### config.mk
export PLATFORM = sky130hd
export DESIGN_NAME = bcd_round_serial
export DESIGN_NICKNAME = d
export VERILOG_FILES = /design/src/rtl/bcd_pkg.sv /design/src/rtl/bcd_digit_inc.sv /design/src/rtl/bcd_round_serial.sv
export SDC_FILE = /design/constraint.sdc
export NUM_CORES = 1
export LEC_CHECK = 0
export ABC_CLOCK_PERIOD_IN_PS = 4200
export CAP_MARGIN = 30
export CORE_MARGIN = 1
export CORE_UTILIZATION = 31
export CTS_BUF_LIST = sky130_fd_sc_hd__clkbuf_4 sky130_fd_sc_hd__clkbuf_8
export DETAILED_ROUTE_END_ITERATION = 10
export PLACE_DENSITY = 0.51
export SYNTH_ARGS = -nofsm -noshare
export SYNTH_HDL_FRONTEND = slang
export SYNTH_HIERARCHICAL = 1
export SYNTH_SLANG_ARGS = --single-unit
### constraint.sdc
create_clock -name clk -period 4.2 [get_ports clk]
set_input_delay 0.63 -clock clk [delete_from_list [all_inputs] [get_ports clk]]
set_output_delay 0.63 -clock clk [all_outputs]
set_load 0.005 [all_outputs]
### src/rtl/bcd_pkg.sv
// Shared types and constants for the serial BCD rounder.
package bcd_pkg;

    localparam int unsigned DIGIT_W = 4;

    localparam logic [DIGIT_W-1:0] BCD_NINE = 4'd9;
    localparam logic [DIGIT_W-1:0] BCD_TEN  = 4'd10;

    // Rounding mode codes as presented on the mode port.
    typedef enum logic [1:0] {
        RND_TRUNC     = 2'd0,
        RND_HALF_UP   = 2'd1,
        RND_HALF_EVEN = 2'd2,
        RND_CEIL      = 2'd3
    } rnd_mode_e;

    typedef enum logic [1:0] {
        ST_IDLE   = 2'd0,
        ST_DECIDE = 2'd1,
        ST_PROP   = 2'd2,
        ST_DONE   = 2'd3
    } state_e;

endpackage

### src/rtl/bcd_digit_inc.sv
// Combinational single-digit BCD increment.
//   digit       : BCD digit to increment
//   sum_c       : digit + 1, wrapped to 0 on a decimal carry
//   carry_out_c : digit was 9
//   invalid_c   : digit is not a legal BCD code (>9)
module bcd_digit_inc
    import bcd_pkg::*;
(
    input  logic [DIGIT_W-1:0] digit,
    output logic [DIGIT_W-1:0] sum_c,
    output logic               carry_out_c,
    output logic               invalid_c
);

    logic [DIGIT_W:0] raw_c;

    always_comb begin
        raw_c       = {1'b0, digit} + (DIGIT_W+1)'(1);
        invalid_c   = (digit > BCD_NINE);
        carry_out_c = (raw_c == {1'b0, BCD_TEN});
        sum_c       = carry_out_c ? '0 : raw_c[DIGIT_W-1:0];
    end

endmodule

### src/rtl/bcd_round_serial.sv
// Serial BCD rounder: drops 0..MAX_DROP low digits under a selectable rounding
// mode, rippling the increment one digit per clock.
//   clk, rst_n   : clock, async active-low reset
//   in_valid/in_ready, bcd_in, drop_digits, mode : request side
//   out_valid/out_ready, bcd_out, overflow, err  : result side
module bcd_round_serial
    import bcd_pkg::*;
#(
    parameter int unsigned NUM_DIGITS = 6,
    parameter int unsigned MAX_DROP   = 3,
    parameter bit          SATURATE   = 1'b0,
    localparam int unsigned DW        = $clog2(MAX_DROP + 1),
    localparam int unsigned BW        = DIGIT_W * NUM_DIGITS
) (
    input  logic          clk,
    input  logic          rst_n,
    input  logic          in_valid,
    output logic          in_ready,
    input  logic [BW-1:0] bcd_in,
    input  logic [DW-1:0] drop_digits,
    input  logic [1:0]    mode,
    output logic          out_valid,
    input  logic          out_ready,
    output logic [BW-1:0] bcd_out,
    output logic          overflow,
    output logic          err
);

    localparam int unsigned IW = $clog2(NUM_DIGITS);

    state_e               state_q, state_d;
    logic [BW-1:0]        w_q, w_d;
    logic [DW-1:0]        d_q, d_d;
    rnd_mode_e            mode_q, mode_d;
    logic [IW-1:0]        idx_q, idx_d;
    logic                 out_valid_q, out_valid_d;
    logic                 in_ready_q, in_ready_d;
    logic                 ovf_q, ovf_d;
    logic                 err_q, err_d;

    logic                 err_c, inc_c, sticky_c, last_c;
    logic [DIGIT_W-1:0]   rdig_c, lsb_c, cur_digit_c, sum_c;
    logic                 carry_c, invalid_c;
    logic [BW-1:0]        shifted_c;
    logic [DW-1:0]        d_clamp_c;

    // Round digit, sticky and kept-LSB extraction from the captured word.
    always_comb begin
        err_c    = 1'b0;
        sticky_c = 1'b0;
        rdig_c   = '0;
        lsb_c    = '0;
        for (int i = 0; i < int'(NUM_DIGITS); i++) begin
            if (w_q[DIGIT_W*i +: DIGIT_W] > BCD_NINE) err_c = 1'b1;
            if (i + 1 < int'(d_q)) sticky_c = sticky_c | (w_q[DIGIT_W*i +: DIGIT_W] != '0);
            if (i + 1 == int'(d_q)) rdig_c = w_q[DIGIT_W*i +: DIGIT_W];
            if (i == int'(d_q)) lsb_c = w_q[DIGIT_W*i +: DIGIT_W];
        end
        unique case (mode_q)
            RND_TRUNC:     inc_c = 1'b0;
            RND_HALF_UP:   inc_c = (rdig_c >= 4'd5);
            RND_HALF_EVEN: inc_c = (rdig_c > 4'd5) || ((rdig_c == 4'd5) && (sticky_c || lsb_c[0]));
            RND_CEIL:      inc_c = (rdig_c != '0) || sticky_c;
            default:       inc_c = 1'b0;
        endcase
        if (d_q == '0) inc_c = 1'b0;
        shifted_c = w_q >> (DIGIT_W * int'(d_q));
        last_c    = (int'(idx_q) + int'(d_q) == int'(NUM_DIGITS) - 1);
        d_clamp_c = (drop_digits > DW'(MAX_DROP)) ? DW'(MAX_DROP) : drop_digits;
    end

    assign cur_digit_c = w_q[DIGIT_W*idx_q +: DIGIT_W];

    bcd_digit_inc u_inc (
        .digit       (cur_digit_c),
        .sum_c       (sum_c),
        .carry_out_c (carry_c),
        .invalid_c   (invalid_c)
    );

    // State register.
    always_ff @(posedge clk or negedge rst_n) begin
        if (!rst_n) state_q <= ST_IDLE;
        else        state_q <= state_d;
    end

    // Next-state logic.
    always_comb begin
        state_d = state_q;
        unique case (state_q)
            ST_IDLE:   if (in_valid) state_d = ST_DECIDE;
            ST_DECIDE: state_d = (err_c || !inc_c) ? ST_DONE : ST_PROP;
            ST_PROP:   if (!carry_c || last_c) state_d = ST_DONE;
            ST_DONE:   if (out_ready) state_d = ST_IDLE;
            default:   state_d = ST_IDLE;
        endcase
    end

    // Datapath and registered outputs.
    always_comb begin
        w_d         = w_q;
        d_d         = d_q;
        mode_d      = mode_q;
        idx_d       = idx_q;
        ovf_d       = ovf_q;
        err_d       = err_q;
        out_valid_d = (state_d == ST_DONE);
        in_ready_d  = (state_d == ST_IDLE);
        unique case (state_q)
            ST_IDLE: begin
                if (in_valid) begin
                    w_d    = bcd_in;
                    d_d    = d_clamp_c;
                    mode_d = rnd_mode_e'(mode);
                    idx_d  = '0;
                    ovf_d  = 1'b0;
                    err_d  = 1'b0;
                end
            end
            ST_DECIDE: begin
                idx_d = '0;
                if (err_c) begin
                    err_d = 1'b1;
                    w_d   = '0;
                end else begin
                    w_d = shifted_c;
                end
            end
            ST_PROP: begin
                // Digits were validated in DECIDE; folded in only as a guard.
                err_d = err_q | invalid_c;
                if (carry_c) begin
                    w_d[DIGIT_W*idx_q +: DIGIT_W] = '0;
                    if (last_c) begin
                        ovf_d = 1'b1;
                        if (SATURATE) begin
                            for (int i = 0; i < int'(NUM_DIGITS); i++) begin
                                if (i + int'(d_q) < int'(NUM_DIGITS)) w_d[DIGIT_W*i +: DIGIT_W] = BCD_NINE;
                            end
                        end
                    end else begin
                        idx_d = idx_q + IW'(1);
                    end
                end else begin
                    w_d[DIGIT_W*idx_q +: DIGIT_W] = sum_c;
                end
            end
            default: ;
        endcase
    end

    // Datapath and output registers.
    always_ff @(posedge clk or negedge rst_n) begin
        if (!rst_n) begin
            w_q         <= '0;
            d_q         <= '0;
            mode_q      <= RND_TRUNC;
            idx_q       <= '0;
            out_valid_q <= 1'b0;
            in_ready_q  <= 1'b1;
            ovf_q       <= 1'b0;
            err_q       <= 1'b0;
        end else begin
            w_q         <= w_d;
            d_q         <= d_d;
            mode_q      <= mode_d;
            idx_q       <= idx_d;
            out_valid_q <= out_valid_d;
            in_ready_q  <= in_ready_d;
            ovf_q       <= ovf_d;
            err_q       <= err_d;
        end
    end

    assign in_ready  = in_ready_q;
    assign out_valid = out_valid_q;
    assign bcd_out   = w_q;
    assign overflow  = ovf_q;
    assign err       = err_q;

endmodule

==> impl_results.md <==
- H-tree Lvls: 2
- Antenna violations before repair: 0
- Worst EP arrival: 3.86 ns
- Vias per cell: 5.71
- DP HPWL: 8.56 mm
- Die Height: 106 um
- GRT Total Usage: 0.217
- R2R setup slack: 0.58 ns
- Post-CTS Resized: 0
- Final Cycle Share: 0.863
- Clk sink count: 37
- Grt ovf: 0
- R2R Path Start: idx_q[0]
- DRT antenna net count: 0
- Final Hold Fails: 0
- First-pass GRT wire length: 18.8 mm
- Worst vdd ir: 382 uV
- Yosys cell types: 53
- CP Max Fanout: 15
- Crit path to: bcd_out[23]
- Avg WL per Cell: 19.6 um
- Port Buffer Count: 59
- Worst-margin pin slew: 1.04 ns
- Max Cap Viol: 0
- R2R cell count: 11
- IO Count: 60
- Critical-path top delay cell: dfrtp_1
- Share of cells above drive strength 1: 0.106
- Vias in the first global route: 3,345
- Fmax: 0.276 GHz
- Top sig layer: met4
- Tmin final: 3.62 ns
- Clk slew on worst S/H paths: 0.08 ns
- Syn avg cell area: 8.18 sq um
- Critical R2R Capture: bcd_out[23]
- Final Skew: 0.00778 ns
- Startpoint Class: flip-flop
- Num rows: 37
- WP data required: 4.44 ns
- Synth top cells by count: 77 x o21ai_0, 61 x nand2_1, 36 x dfrtp_1
- Remaining DRCs: 0
- Total CTS buffers: 5
- Synth top area cells: dfrtp_1 27%, o21ai_0 11%, nand2_1 6.8%, mux2i_1 5.7%, ha_1 5.6%
- Pleak: 1.64 nW
- Met1 wire length: 5.69 mm
- Placed cell area: 4110 sq um
- Critical path class: flip-flop to flip-flop
- Synth Register Bits: 37
- Die width: 106 um
- Ys flop type: dfrtp_1
- Clk buf depth: 2
- Worst path most repeated cell: buf_4
- Slew Limit Headroom: 0.306
- CP Launch Point: idx_q[0]
- Worst-path cell chain: buf_4, mux2i_1, o21ai_0, ha_1, nand2b_1, o32ai_2, buf_4, and4bb_2, nand2_1, nor4_1, a221o_1
- Clk root buf: clkbuf_8
- Diode count: 0
- Detailed Route WL: 11.7 mm
- Routability congestion estimate: 0.921
- Nets: 510
- Met2 Wirelength: 5.28 mm
- Initial core utilization: 0.322
- Starting DRT DRC Count: 212
- Power density over the cells: 927 nW/um^2
- Worst hold path class: input port to async pin
- Cell area after layout: 4210 sq um
- Crit path capture type: flip-flop
- Core region area: 10,400 sq um
- DIE AREA: 11,200 sq um
- Post-synthesis sequential area ratio: 0.276
- Largest net degree at the start of global routing: 38
- Cell with the most instances after synthesis: o21ai_0
- Fin Setup TNS: 0 ns
- Clk Latency, worst-skew pair: 0.29 ns
- Post-Synthesis Cells: 410
- Final setup fails: 0
- Share of the synthesized area in the top cell type: 0.268
- Cell accounting for the most synthesized area: dfrtp_1
- CTS tree: done
- Hold-fix buffers, CTS: 0
- Routed via count: 3,418
- Fill count: 1,057
- DRT Pass-1 Iters: 4
- RSZ-0062 raised after global routing: false
- Syn nets: 458
- Crit path largest cell delay: 0.58 ns
- Synthesized area: 3360 sq um
- Number of synthesized flops with an enable pin: 0
- Outcome: finished, final reports clean
- Async SR Flop Fraction: 1.00
- Yosys warns: 6
- Area grow syn2layout: 25.4%
- Slew Limit Fails: 0
- Post-CTS Setup Repair Bufs: 0
- Metal3 WL: 636 um
-- state kept, by name, indices dropped and copies added, names as in the netlist --
| name | flops |
|---|---|
| in_ready | 1 |
| mode_q | 2 |
| err | 1 |
| out_valid | 1 |
| overflow | 1 |
| idx_q | 3 |
| bcd_out | 24 |
| d_q | 2 |
| state_q | 2 |
-- routing by layer --
layer / track usage / up-vias
li1: - / 1637
met1: 0.308 / 1646
met2: 0.341 / 122
met3: 0.0368 / 13
met4: 0.0496 / 0
met5: 0 / -
-- through the flow --
stage	util	power [W]	worst slack, ns	hold WS, ns	cells
6_report	0.404	0.00390	0.576	0.461	599
5_1_grt	0.404	0.00427	0.188	0.529	599
4_1_cts	0.404	0.00390	0.604	0.500	599
3_5_place_dp	0.394	0.00360	0.627	0.552	591
3_3_place_gp	0.392	0.00353	0.708	0.569	590
2_1_floorplan	-	0.00258	0.490	0.334	410
-- report_power, final --
group,internal (W),total [W],switching [W]
clock network,0.000147,0.000283,0.000135
logic,0.00122,0.00279,0.00157
registers,0.000528,0.000828,0.000299
-- cell type report --
class                   count  area (sq um)  area share
flip-flops and latches     37           927       0.220
well taps                 136           170      0.0405
inverters                  13          48.8      0.0116
clock buffers               8          97.6      0.0232
repair buffers             71           696       0.165
multi-input cells         334          2270       0.539
-- cell usage in the layout (no fill, tap or decap), drive strengths merged, types with 5 or more instances in the layout --
| master | netlist | routed |
|---|---|---|
| o21ai | 81 | 81 |
| ha | 15 | 15 |
| buf | 9 | 13 |
| nand2b | 5 | 5 |
| a21oi | 7 | 7 |
| nor2b | 13 | 13 |
| mux2 | 14 | 14 |
| inv | 13 | 13 |
| nand3 | 12 | 12 |
| mux2i | 19 | 19 |
| clkdlybuf4s50 | 0 | 58 |
| a22o | 8 | 8 |
| a221o | 6 | 6 |
| clkbuf | 17 | 8 |
| a221oi | 19 | 19 |
| nand2 | 61 | 61 |
| nor2 | 23 | 23 |
| dfrtp | 36 | 36 |
-- cells by family (layout without fill, tap and decap cells) --
family	after synthesis	in the layout	share of synthesized area
AOI/OAI and AO/OA	143	143	0.284
adders and majority gates	16	16	0.0619
muxes	37	37	0.130
buffers and inverters	39	92	0.0488
DFF	37	37	0.276
and+or+nand+nor	137	137	0.196
xor gates and xnor gates	1	1	0.00261
-- critical path: cells and delay by family, from the launching register on --
kind,cells,cell delay [ns]
adders and majority gates,1,0.33
buffers and inverters,2,0.51
DFF,1,0.58
muxes,1,0.10
AOI/OAI and AO/OA,3,0.87
and+or+nand+nor,4,1.17
-- how the worst min path moves through the flow --
stage	start	to	slack (ns)	depth (start not counted)
6_report	rst_n	idx_q[2]	0.46	1
3_5_place_dp	mode_q[1]	mode_q[1]	0.55	1
2_1_floorplan	rst_n	bcd_out[0]	0.33	0
5_1_grt	rst_n	idx_q[2]	0.53	1
3_3_place_gp	mode_q[1]	mode_q[1]	0.57	1
4_1_cts	rst_n	idx_q[2]	0.50	1
(Power assumes the default switching activity.)
==> variant 1, RTL diff (same settings) <==
The parameter `NUM_DIGITS` goes from 6 to 12.
--- a/src/rtl/bcd_round_serial.sv
+++ b/src/rtl/bcd_round_serial.sv
@@ -6,7 +6,7 @@
 module bcd_round_serial
     import bcd_pkg::*;
 #(
-    parameter int unsigned NUM_DIGITS = 6,
+    parameter int unsigned NUM_DIGITS = 12,
     parameter int unsigned MAX_DROP   = 3,
     parameter bit          SATURATE   = 1'b0,
     localparam int unsigned DW        = $clog2(MAX_DROP + 1),
Interface: changed (resized bcd_in and bcd_out); port bits go from 60 to 108. The function was not compared with the original's and may differ.
==> variant 1 against the original RTL <==
The run now ends with design-rule violations left. Sequential cell count rose by 25. First-iteration DRC count rose to 2.7 times the old value. Critical path type unchanged. Synthesized area rose by 76%. Critical path depth rose by 2. Total power rose by 87%. Cell count rose by 78%. Setup slack got worse by 0.16 ns. Wire length rose by 120%. Cell area rose by 83%. Non-clock buffer count rose by 99.
==> variant 1: results (changes against the original RTL) <==
metric,value,unit,change
status,"complete, but fails checks",,
violations,design-rule violations,,
clk_latency,0.37,ns,+0.08 ns
p_leak,0.00305,uW,+86%
grt_start_max_net_pins,87,,+130%
hpwlAfterDp,19000,um,+120%
syn_avg_cell_area,8.38,um2,+2.4%
pre_cts_slack,0.262,ns,-0.365 ns
synth_common_cells,"nor3_1, dfrtp_1, mux2_2",,
synth_area_leaders,"dfrtp_1, mux2_2, mux2i_1",,
htree_num_levels,3,,+1
track_usage,0.266,,+0.0491
clock_skew,0.00825,ns,+0.000477 ns
finalWirelength,25600,um,+120%
portBuffers,107,,+81%
dr.pass1.iters,8,,+4
place_inst,1051,,+78%
yosysUniqueCellTypes,57,,+7.5%
grt_pass1_vias,6219,,+86%
worst_ep_arrival_time,4.08,ns,+0.22 ns
largest_reg_flops,48,,+100%
drive_gt1_frac,0.210,,+0.104
cp_max_fo,13,,-2
vias,6308,,+85%
drc,1,,+1
slew_headroom,0.366,,+0.0602
place_congestion,0.938,,+1.8%
-- variant 1: what timing repair did --
item,in CTS,in global routing
endpoints found under the hold margin,0,0
endpoints found under the setup margin,0,4
resized for setup,0,2
-- variant 1: worst max-delay path, cell delays in order (launching register included) --
cell      delay, ns
dfrtp_2        0.57
mux4_2         0.56
mux2i_1        0.15
o22ai_1        0.19
ha_1           0.31
nand3b_1       0.12
o32ai_2        0.08
buf_4          0.18
nor2_1         0.55
buf_4          0.25
nand2_1        0.05
nor4_1         0.39
a32oi_1        0.11
a31oi_1        0.18
-- variant 1: worst paths after layout --
| kind | end | start | slack [ns] | cells after the start |
|---|---|---|---|---|
| max in group asynchronous | bcd_out[11] | rst_n | 2.89 | 2 |
| max reg2reg | bcd_out[17] | idx_q[0] | 0.41 | 13 |
| min in group clk | overflow | overflow | 0.59 | 2 |
| max | bcd_out[17] | idx_q[0] | 0.41 | 13 |
| min | bcd_out[18] | rst_n | 0.31 | 1 |
| min reg2reg | overflow | overflow | 0.59 | 2 |
-- variant 1: metal layers --
layer / vias up / track usage / share of wire
met5: - / 0 / 0
li1: 2884 / - / -
met3: 42 / 0.0550 / 0.073
met2: 276 / 0.412 / 0.46
met4: 0 / 0.0937 / 0.026
met1: 3106 / 0.365 / 0.44
-- variant 1: where the power goes --
part	switching [uW]	internal, uW
sequential	450	916
clock	278	311
combinational	2970	2380
total	3700	3610
-- variant 1: layout make-up --
type / count / area share
Clock buffer: 12 / 0.0206
Clock inverter: 4 / 0.00585
Inverter: 19 / 0.00926
Multi-Input combinational cell: 566 / 0.524
Sequential cell: 62 / 0.202
Tap cell: 234 / 0.0380
Timing Repair Buffer: 170 / 0.200
-- variant 1: cell families after synthesis --
| logic type | synth area share |
|---|---|
| AOI/OAI and AO/OA | 0.192 |
| xor gates and xnor gates | 0.00445 |
| adders and majority gates | 0.0352 |
| buffers and inverters | 0.0545 |
| DFF | 0.263 |
| muxes | 0.224 |
| and+or+nand+nor | 0.227 |
-- variant 1: stage by stage --
step / utilization / TNS, ns
after detailed placement: 0.401 / 0
after CTS: 0.412 / 0
after global placement: 0.400 / -0.0182
after global routing: 0.412 / 0
after floorplan: - / 0
final: 0.412 / 0
==> variant 2, RTL diff (same settings) <==
Made on the original files. Take the reset off `w_q` and load it in a clocked block of its own.
--- a/src/rtl/bcd_round_serial.sv
+++ b/src/rtl/bcd_round_serial.sv
@@ -152,7 +152,6 @@
     // Datapath and output registers.
     always_ff @(posedge clk or negedge rst_n) begin
         if (!rst_n) begin
-            w_q         <= '0;
             d_q         <= '0;
             mode_q      <= RND_TRUNC;
             idx_q       <= '0;
@@ -161,7 +160,6 @@
             ovf_q       <= 1'b0;
             err_q       <= 1'b0;
         end else begin
-            w_q         <= w_d;
             d_q         <= d_d;
             mode_q      <= mode_d;
             idx_q       <= idx_d;
@@ -172,6 +170,10 @@
         end
     end
 
+    always_ff @(posedge clk) begin
+        w_q <= w_d;
+    end
+
     assign in_ready  = in_ready_q;
     assign out_valid = out_valid_q;
     assign bcd_out   = w_q;
Behaviour: not the same (a bounded check fails within 4 cycles, from zero or initial values and one cycle with rst_n low).
==> variant 2 against the original RTL <==
Setup slack worse by 0.056 ns. Sequential cell count unchanged. Non-clock buffer count is 2 lower. Synthesized area up 1.2%. Wire length shrank 5.4%. Total power rose by 3.7%. Cell count decreased by 2.7%. Hold slack improved by 0.14 ns. Cell area grew 0.65%. Clock skew rose by 0.0053 ns.
==> variant 2: results (changes against the original RTL) <==
metric,value,unit,change
drt-met1-wl,4770,um,-16%
met2_usage,0.334,,-0.00717
whs,0.597,ns,+0.136 ns
synth_ff_type,edfxtp_1,,
yosysUniqueCellTypes,54,,+1.9%
die_x,107,um,+0.57%
min_from,overflow,,
nNetsFinal,494,,-3.1%
wl_met2,5320,um,+0.70%
status,completed,,
pre_cts_slack,0.561,ns,-0.0659 ns
vias_per_cell,5.64,,-1.2%
intPower,2030,uW,+6.9%
vdd_drop_max,338,uV,-12%
grt_start_max_net_pins,32,,-16%
track_usage,0.199,,-0.0174
reg2reg_slack,0.52,ns,-0.06 ns
synth-edff-count,24,,+24
route.met3.wl,617,um,-3.0%
grt_pass1_vias,3217,,-3.8%
drtIter0Drc,195,,-8.0%
synth_common_cells,"nand2_1, nor2_1, a21oi_1, o21ai_0",,
ff2ff_path_depth,12,,+1
place_area,4120,um2,+0.30%
cp_max_fo,17,,+2
fillers,1091,,+3.2%
drive_gt1_frac,0.112,,+0.00603
synth_fp_nets,440,,-3.9%
synth_area_leaders,"edfxtp_1, dfrtp_1, mux2i_1",,
p_leak,0.00159,uW,-2.9%
final-instance-count-excl-fill,583,,-2.7%
worst_ep_arrival_time,3.83,ns,-0.03 ns
hold_class,reg2reg,,
syn_avg_cell_area,8.66,um2,+5.8%
dr.pass1.iters,5,,+1
clock_skew,0.0130,ns,+0.00526 ns
slew_headroom,0.374,,+0.0678
worstReg2RegEnd,bcd_out[23],,
yosysSeqAreaShare,0.309,,+0.0322
place_congestion,0.890,,-3.4%
-- variant 2: cell count changes after synthesis, sizes merged, moves of 7 or more --
cell    before  now
o21ai       81   37
a21oi        7   35
dfrtp       36   12
edfxtp       0   24
a221oi      19    1
nor2        23   40
a32oi        0   14
nand2       61   48
a22oi        0    9
clkbuf      17   10
-- variant 2: kinds of logic after synthesis --
group | Yosys count | synth area share
mux | 48 | 0.164
fa+ha+maj | 16 | 0.0612
buf+inv | 40 | 0.0527
flops | 37 | 0.309
xor+xnor | 1 | 0.00258
compound gates | 117 | 0.221
simple gates | 133 | 0.190
-- variant 2: cell type report --
| cell class | count | area (um2) | area share |
|---|---|---|---|
| Inverter | 18 | 67.6 | 0.0160 |
| Tap cell | 136 | 170 | 0.0402 |
| Clock inverter | 3 | 43.8 | 0.0103 |
| Sequential cell | 37 | 1050 | 0.247 |
| Clock buffer | 5 | 68.8 | 0.0163 |
| Multi-Input combinational cell | 315 | 2170 | 0.513 |
| Timing Repair Buffer | 69 | 666 | 0.157 |
-- variant 2: worst register-to-register path: stages, from the launching register on --
cell and delay, ns:
dfrtp_1 0.61, buf_4 0.33, mux2i_1 0.10, o21ai_0 0.54, ha_1 0.33, nand2b_1 0.17, o32ai_2 0.09, buf_4 0.22
nor4bb_1 0.48, and2_1 0.24, mux2_2 0.16, a32oi_1 0.06, a21oi_1 0.20
-- variant 2: power by group through the flow --
| stage | Clock, uW | Combinational, uW | Sequential (uW) |
|---|---|---|---|
| detailed placement | 0 | 2680 | 996 |
| global route | 347 | 2970 | 1020 |
| floorplan | 0 | 1810 | 892 |
| CTS | 341 | 2700 | 989 |
| finish | 331 | 2720 | 991 |
| global placement | 0 | 2650 | 1000 |
